<file path="src/rtl/fir_stim_pkg.sv">
// fir_stim_pkg: shared constants and types for the FIR stimulus source.
// Optional feature macro used by the design: FIR_STIM_SINE_EN (sine mode + LUT).
package fir_stim_pkg;

   // Default sample width and frame length (frame length equals the filter tap count)
   localparam int WIDTH_DEF     = 16;
   localparam int FRAME_LEN_DEF = 128;
   localparam int PHASE_W_DEF   = 16;
   localparam int FLUSH_LEN_DEF = 128;

   // Amplitude is an unsigned Q15 magnitude; burst length counter width
   localparam int AMP_W = 15;
   localparam int NUM_W = 16;

   // Quarter-wave sine table: 65 entries covering 0..pi/2 inclusive
   localparam int LUT_DEPTH  = 65;
   localparam int LUT_ADDR_W = 7;

   typedef enum logic [1:0] {
      MODE_IMPULSE = 2'd0,
      MODE_STEP    = 2'd1,
      MODE_SINE    = 2'd2,
      MODE_SQUARE  = 2'd3
   } mode_e;

   typedef enum logic [1:0] {
      ST_IDLE  = 2'd0,
      ST_RUN   = 2'd1,
      ST_FLUSH = 2'd2
   } state_e;

endpackage

</file>
<file path="src/rtl/sine_lut_q15.sv">
// sine_lut_q15: quadrant folding plus 65-entry quarter-wave Q15 sine ROM.
// Purely combinational; only instantiated when FIR_STIM_SINE_EN is defined.
module sine_lut_q15
   import fir_stim_pkg::*;
(
   input  logic [1:0]  i_quadrant,
   input  logic [5:0]  i_index,
   output logic [14:0] o_mag,
   output logic        o_neg
);

   logic [LUT_ADDR_W-1:0] w_addr;

   // Odd quadrants walk the quarter wave backwards; upper half-cycle is negative
   assign w_addr = i_quadrant[0] ? (LUT_ADDR_W'(LUT_DEPTH - 1) - {1'b0, i_index})
                                 : {1'b0, i_index};
   assign o_neg  = i_quadrant[1];

   // ROM: round(32767 * sin(k * pi / 128)) for k = 0..64
   always_comb begin
      // NOTE: default assignment first so no path through the case leaves o_mag unassigned (no latch).
      o_mag = '0;
      case (w_addr)
         7'd0:  o_mag = 15'd0;
         7'd1:  o_mag = 15'd804;
         7'd2:  o_mag = 15'd1608;
         7'd3:  o_mag = 15'd2410;
         7'd4:  o_mag = 15'd3212;
         7'd5:  o_mag = 15'd4011;
         7'd6:  o_mag = 15'd4808;
         7'd7:  o_mag = 15'd5602;
         7'd8:  o_mag = 15'd6393;
         7'd9:  o_mag = 15'd7179;
         7'd10: o_mag = 15'd7962;
         7'd11: o_mag = 15'd8739;
         7'd12: o_mag = 15'd9512;
         7'd13: o_mag = 15'd10278;
         7'd14: o_mag = 15'd11039;
         7'd15: o_mag = 15'd11793;
         7'd16: o_mag = 15'd12539;
         7'd17: o_mag = 15'd13279;
         7'd18: o_mag = 15'd14010;
         7'd19: o_mag = 15'd14732;
         7'd20: o_mag = 15'd15446;
         7'd21: o_mag = 15'd16151;
         7'd22: o_mag = 15'd16846;
         7'd23: o_mag = 15'd17530;
         7'd24: o_mag = 15'd18204;
         7'd25: o_mag = 15'd18868;
         7'd26: o_mag = 15'd19519;
         7'd27: o_mag = 15'd20159;
         7'd28: o_mag = 15'd20787;
         7'd29: o_mag = 15'd21403;
         7'd30: o_mag = 15'd22005;
         7'd31: o_mag = 15'd22594;
         7'd32: o_mag = 15'd23170;
         7'd33: o_mag = 15'd23731;
         7'd34: o_mag = 15'd24279;
         7'd35: o_mag = 15'd24811;
         7'd36: o_mag = 15'd25329;
         7'd37: o_mag = 15'd25832;
         7'd38: o_mag = 15'd26319;
         7'd39: o_mag = 15'd26790;
         7'd40: o_mag = 15'd27245;
         7'd41: o_mag = 15'd27683;
         7'd42: o_mag = 15'd28105;
         7'd43: o_mag = 15'd28510;
         7'd44: o_mag = 15'd28898;
         7'd45: o_mag = 15'd29268;
         7'd46: o_mag = 15'd29621;
         7'd47: o_mag = 15'd29956;
         7'd48: o_mag = 15'd30273;
         7'd49: o_mag = 15'd30571;
         7'd50: o_mag = 15'd30852;
         7'd51: o_mag = 15'd31113;
         7'd52: o_mag = 15'd31356;
         7'd53: o_mag = 15'd31580;
         7'd54: o_mag = 15'd31785;
         7'd55: o_mag = 15'd31971;
         7'd56: o_mag = 15'd32137;
         7'd57: o_mag = 15'd32285;
         7'd58: o_mag = 15'd32412;
         7'd59: o_mag = 15'd32521;
         7'd60: o_mag = 15'd32609;
         7'd61: o_mag = 15'd32678;
         7'd62: o_mag = 15'd32728;
         7'd63: o_mag = 15'd32757;
         7'd64: o_mag = 15'd32767;
         default: o_mag = '0;
      endcase
   end

endmodule

</file>
<file path="src/rtl/fir_stim_source.sv">
// fir_stim_source: frame-aligned stimulus source (impulse/step/sine/square) for
// the 128-tap FIR filter. Each sample is held for FRAME_LEN ready cycles and
// ready only drops on a frame boundary, keeping the reset-less filter aligned.
// Optional feature macro: FIR_STIM_SINE_EN (without it, sine mode emits zeros).
module fir_stim_source
   import fir_stim_pkg::*;
#(
   parameter int WIDTH     = WIDTH_DEF,
   parameter int FRAME_LEN = FRAME_LEN_DEF,
   parameter int PHASE_W   = PHASE_W_DEF,
   parameter int FLUSH_LEN = FLUSH_LEN_DEF
)(
   input  logic                    clk,
   input  logic                    rst_n,
   input  logic                    start,
   input  logic                    stop,
   input  logic [1:0]              mode,
   input  logic [AMP_W-1:0]        amplitude,
   input  logic [PHASE_W-1:0]      phase_inc,
   input  logic [NUM_W-1:0]        num_samples,
   output logic                    ready,
   output logic signed [WIDTH-1:0] sig_out,
   output logic                    sample_stb,
   output logic                    busy,
   output logic                    done
);

   localparam int CNT_W = $clog2(FRAME_LEN);
   localparam int FL_W  = (FLUSH_LEN < 2) ? 1 : $clog2(FLUSH_LEN + 1);
   localparam logic [CNT_W-1:0] LAST_CNT = CNT_W'(FRAME_LEN - 1);

   state_e               r_state;
   logic [CNT_W-1:0]     r_frame_cnt;
   mode_e                r_mode;
   logic [AMP_W-1:0]     r_amp;
   logic [PHASE_W-1:0]   r_inc;
   logic [PHASE_W-1:0]   r_phase;
   logic [NUM_W-1:0]     r_num;
   logic [NUM_W-1:0]     r_sent;
   logic [FL_W-1:0]      r_flush_cnt;
   logic                 r_stop_pend;
   logic                 r_ready;
   logic [WIDTH-1:0]     r_sig;
   logic                 r_done;

   logic                 w_idle;
   logic                 w_frame_end;
   logic                 w_burst_end;
   mode_e                w_sel_mode;
   logic [AMP_W-1:0]     w_sel_amp;
   logic [PHASE_W-1:0]   w_next_phase;
   logic [WIDTH-1:0]     w_amp_ext;
   logic [WIDTH-1:0]     w_sine_val;
   logic [WIDTH-1:0]     w_next_sample;

   // In IDLE the upcoming sample is sample 0, built from the live inputs being latched
   assign w_idle       = (r_state == ST_IDLE);
   assign w_frame_end  = (r_frame_cnt == LAST_CNT);
   assign w_sel_mode   = w_idle ? mode_e'(mode) : r_mode;
   assign w_sel_amp    = w_idle ? amplitude : r_amp;
   assign w_next_phase = w_idle ? '0 : (r_phase + r_inc);
   assign w_amp_ext    = WIDTH'(w_sel_amp);

   // Burst ends on sample count reached (non-continuous) or a pending/coincident stop
   assign w_burst_end  = ((r_num != '0) && (r_sent == r_num)) || r_stop_pend || stop;

`ifdef FIR_STIM_SINE_EN
   logic [14:0] w_lut_mag;
   logic        w_lut_neg;
   logic [14:0] w_sine_mag;

   sine_lut_q15 u_sine_lut (
      .i_quadrant (w_next_phase[PHASE_W-1 -: 2]),
      .i_index    (w_next_phase[PHASE_W-3 -: 6]),
      .o_mag      (w_lut_mag),
      .o_neg      (w_lut_neg)
   );

   // Scale by amplitude, drop the Q15 fraction, then apply the quadrant sign
   assign w_sine_mag = 15'(({15'd0, w_sel_amp} * {15'd0, w_lut_mag}) >> 15);
   assign w_sine_val = w_lut_neg ? (-WIDTH'(w_sine_mag)) : WIDTH'(w_sine_mag);
`else
   assign w_sine_val = '0;
`endif

   // Waveform select for the sample that loads at the next frame wrap (or at start)
   always_comb begin
      w_next_sample = '0;
      case (w_sel_mode)
         MODE_IMPULSE: w_next_sample = w_idle ? w_amp_ext : '0;
         MODE_STEP:    w_next_sample = w_amp_ext;
         MODE_SQUARE:  w_next_sample = w_next_phase[PHASE_W-1] ? (-w_amp_ext) : w_amp_ext;
         MODE_SINE:    w_next_sample = w_sine_val;
         default:      w_next_sample = '0;
      endcase
   end

   // Control FSM with registered ready/sample/done outputs
   always_ff @(posedge clk or negedge rst_n) begin
      if (!rst_n) begin
         r_state     <= ST_IDLE;
         r_frame_cnt <= '0;
         r_mode      <= MODE_IMPULSE;
         r_amp       <= '0;
         r_inc       <= '0;
         r_phase     <= '0;
         r_num       <= '0;
         r_sent      <= '0;
         r_flush_cnt <= '0;
         r_stop_pend <= 1'b0;
         r_ready     <= 1'b0;
         r_sig       <= '0;
         r_done      <= 1'b0;
      end else begin
         // NOTE: non-blocking assignments so every register sees pre-edge values of the others.
         r_done <= 1'b0;
         case (r_state)
            ST_IDLE: begin
               if (start) begin
                  r_state     <= ST_RUN;
                  r_ready     <= 1'b1;
                  r_frame_cnt <= '0;
                  r_mode      <= mode_e'(mode);
                  r_amp       <= amplitude;
                  r_inc       <= phase_inc;
                  r_num       <= num_samples;
                  r_phase     <= '0;
                  r_sent      <= NUM_W'(1);
                  r_stop_pend <= 1'b0;
                  r_sig       <= w_next_sample;
               end
            end

            ST_RUN: begin
               r_frame_cnt <= w_frame_end ? '0 : (r_frame_cnt + 1'b1);
               if (stop) begin
                  r_stop_pend <= 1'b1;
               end
               if (w_frame_end) begin
                  if (w_burst_end) begin
                     r_stop_pend <= 1'b0;
                     r_sig       <= '0;
                     if (FLUSH_LEN == 0) begin
                        r_state <= ST_IDLE;
                        r_ready <= 1'b0;
                        r_done  <= 1'b1;
                     end else begin
                        r_state     <= ST_FLUSH;
                        r_flush_cnt <= FL_W'(1);
                     end
                  end else begin
                     r_sig   <= w_next_sample;
                     r_phase <= w_next_phase;
                     r_sent  <= r_sent + 1'b1;
                  end
               end
            end

            ST_FLUSH: begin
               r_frame_cnt <= w_frame_end ? '0 : (r_frame_cnt + 1'b1);
               if (w_frame_end) begin
                  if (r_flush_cnt == FL_W'(FLUSH_LEN)) begin
                     r_state <= ST_IDLE;
                     r_ready <= 1'b0;
                     r_done  <= 1'b1;
                  end else begin
                     r_flush_cnt <= r_flush_cnt + 1'b1;
                  end
               end
            end

            default: begin
               r_state <= ST_IDLE;
               r_ready <= 1'b0;
            end
         endcase
      end
   end

   assign ready      = r_ready;
   assign sig_out    = r_sig;
   assign sample_stb = r_ready && (r_frame_cnt == '0);
   assign busy       = (r_state != ST_IDLE);
   assign done       = r_done;

endmodule

</file>
<file path="config.mk">
export PLATFORM = sky130hd
export DESIGN_NAME = fir_stim_source
export DESIGN_NICKNAME = d
export VERILOG_FILES = /design/src/rtl/fir_stim_pkg.sv /design/src/rtl/sine_lut_q15.sv /design/src/rtl/fir_stim_source.sv
export SDC_FILE = /design/constraint.sdc
export NUM_CORES = 1
export LEC_CHECK = 0
export CORE_ASPECT_RATIO = 1.75
export CORE_MARGIN = 4
export CORE_UTILIZATION = 45
export CTS_CLUSTER_SIZE = 10
export DETAILED_ROUTE_END_ITERATION = 16
export PLACE_DENSITY = 0.66
export REMOVE_ABC_BUFFERS = 1
export SKIP_LAST_GASP = 1
export SYNTH_ARGS = -nofsm -noshare
export SYNTH_HDL_FRONTEND = slang
export SYNTH_SLANG_ARGS = --single-unit
</file>
<file path="constraint.sdc">
create_clock -name clk -period 6.2 [get_ports clk]
set_clock_uncertainty 0.1 [all_clocks]
set_input_delay 0.93 -clock clk [delete_from_list [all_inputs] [get_ports clk]]
set_output_delay 0.93 -clock clk [all_outputs]
set_load 0.02 [all_outputs]
</file>
==> metrics.cfg <==
[outcome]
status=finished clean

[critical_path]
worstPathArrival_ns=4.05
end_kind=register
rr_endpoint=sig_out[14]
start_kind=input pin
r2r_cells=12
reg2reg_slack_ns=2.71
cp_max_fo=56
worstSetupPathType=input pin to register
worstPathRequired_ns=6.39
worst_r2r_startpoint=r_state[0]

[grt]
grt_pass1_vias=5438
grt_max_degree=63
grt_overflow=0
grt_pass1_wl_mm=26.41
antenna_found_initial=0
grt_usage_pct=19.50

[drt]
drcViolationCount=0
routed_via_density=5.786
antenna_left=0
routed_wl_mm=16.00
vias=5300
first_pass_iters=4
wl_per_cell_um=17.46
drt_iter0_drc=207

[timing]
max_slew.worst_pin.slew_ns=0.9482
post-route-min-period_ns=3.860
rsz0062_at_grt=false
setup_viol=0
final_max_slew_viol_count=0
fin_ws_ns=2.340
max_freq_mhz=259.1
tns_ns=0
fin_crit_sh_pct=62.26
final_hold_viol_count=0
relSlewSlack_pct=36.79
whs_ns=0.3882

[placement]
hpwl_mm=11.63
port_buffers=72
dpl-instance-area_um2=7488
pre_cts_slack_ns=1.906
gp_congestion=0.8460

[final_layout]
final_area_um2=8063
area.sequential_um2=2928
drive_gt1_share_pct=14.27
syn_to_final_growth_pct=21.68
n_antenna_cell=0
num-fill-cells=1271
multi_input_area_um2=3505
fin_nets=801

[worst_hold_path]
hold_class=register to register
min-delay-start=r_phase[9]
hold_path_end=r_phase[9]
hold_depth=2

[pwr]
p_switching_uw=1614
peakVddDrop_uv=244.9
p_leak_uw=0.003416
p_per_area_nw_per_um2=513.2
internal_power_uw=2524
seqPwrFrac_pct=31.4
p_comb_share_pct=45.7
power_frac_clock_pct=22.9
switching_share_pct=39.00

[clock_tree]
clk_latency_ns=0.41
htree_levels=4
clk_pin_slew_worst_paths_ns=0.05
cts-buffers-inserted=17
cts.sinks=117
cts_tree=done
cts_root_buf=clkbuf_16
cts_hold_buf=0
cts_max_path_buffers=2
cts_resized=0
cts_setup_buffers=0

[yosys]
ys_async_sr_fraction_pct=100.0
synth_edf_count=0
ys_types=67
syn_inst=656
ys_ff_latch=117
yosysSeqAreaShare_pct=44.18
yosysWarnings=0
avgSynthCellArea_um2=10.10
synth_area_um2=6626
synthFlopType=dfrtp_1

[floorplanning]
die-area_um2=16810
initial_core_util_pct=45.88
ios=73
coreArea_um2=14440
die_x_um=99.73
rows=58
dieHeight_um=168.5

[job]
cap_violations=0

==> logic make-up after synthesis <==
logic type	count (synthesis)	share of synthesized area (%)
multiplexers	60	9.951
AND/OR/NAND/NOR	216	16.82
AO/OA/AOI/OAI	130	13.35
adder cells (fa/ha/maj)	25	4.834
XOR/XNOR	59	7.798
buffers and inverters	49	3.059
flip-flops	117	44.18
==> per-stage QoR <==
step	std cells	power, uW	utilization, %
after CTS	916	4166	55.83
final	916	4138	55.83
after global routing	916	4429	55.83
after global placement	884	3133	51.85
after detailed placement	884	3202	51.85
after floorplan	627	2635	-
==> state kept, by name (all words and copies together), names as in the netlist, 2 cells and up <==
signal / count
r_amp: 15
r_sent: 16
r_phase: 16
r_inc: 16
r_num: 16
sig_out: 16
r_state: 2
r_flush_cnt: 8
r_frame_cnt: 7
r_mode: 2
==> cell usage after synthesis (9+ instances only) <==
cell	n	area share (%)
dfrtp_1	117	44
nor2_1	58	3.3
nand2_1	52	2.9
mux2_2	47	8.0
o21ai_0	42	3.2
xnor2_1	41	5.4
ha_1	24	4.5
inv_1	20	1.1
clkbuf_1	19	1.1
nand3_1	19	1.4
a21oi_1	18	1.4
xor2_1	18	2.4
nor3_1	15	1.1
mux2i_1	13	2.0
and3_1	11	1.0
nor4_1	9	0.85
==> worst max-delay path: stages <==
cell and delay [ns]:
clkdlybuf4s50_1 0.50, nand2_2 0.11, buf_4 0.56, nor2_1 0.40
a21oi_2 0.80, or4_1 0.39, nor2_1 0.07, a221o_1 0.27
==> cell type report <==
class / instances / area share, %
multi-input combinational: 490 / 43.47
clock buffer: 24 / 6.223
inverter: 20 / 0.9311
timing repair buffer: 77 / 9.373
clock inverter: 8 / 0.9001
sequential: 117 / 36.31
tap: 180 / 2.793
==> power by group through the flow <==
stage | sequential, uW | clock [uW] | combinational, uW
2_1_floorplan | 1300 | 0 | 1340
3_5_place_dp | 1310 | 0 | 1890
3_3_place_gp | 1300 | 0 | 1840
6_report | 1300 | 946 | 1890
4_1_cts | 1300 | 962 | 1910
5_1_grt | 1340 | 1000 | 2090
==> layer usage <==
layer	routed length (um)	global-route usage (%)	up-vias
met4	488	9.156	0
met1	6217	21.44	2632
met5	0	0	-
li1	-	-	2498
met3	481	4.000	39
met2	8809	35.21	131
==> worst max path at each step <==
| stage | start | endpoint | cells after the start | slack [ns] |
|---|---|---|---|---|
| 2_1_floorplan | r_state[0] | sig_out[10] | 7 | 0.75 |
| 3_3_place_gp | start | sig_out[1] | 8 | 2.04 |
| 3_5_place_dp | start | sig_out[1] | 8 | 1.91 |
| 4_1_cts | start | sig_out[1] | 8 | 2.33 |
| 5_1_grt | start | sig_out[1] | 8 | 2.06 |
| 6_report | start | sig_out[1] | 8 | 2.34 |
==> placed cells by master (no fill, tap or decap), drive strengths merged, types with 18 or more instances in the layout <==
cell / synthesis / layout
nor3: 20 / 20
nand2: 52 / 52
xor2: 18 / 18
mux2: 47 / 47
inv: 20 / 20
clkbuf: 19 / 24
clkdlybuf4s50: 0 / 71
ha: 24 / 24
a21oi: 20 / 20
xnor2: 41 / 41
dfrtp: 117 / 117
o21ai: 48 / 48
nand3: 19 / 19
nor2: 58 / 58
(Power assumes the default switching activity.)
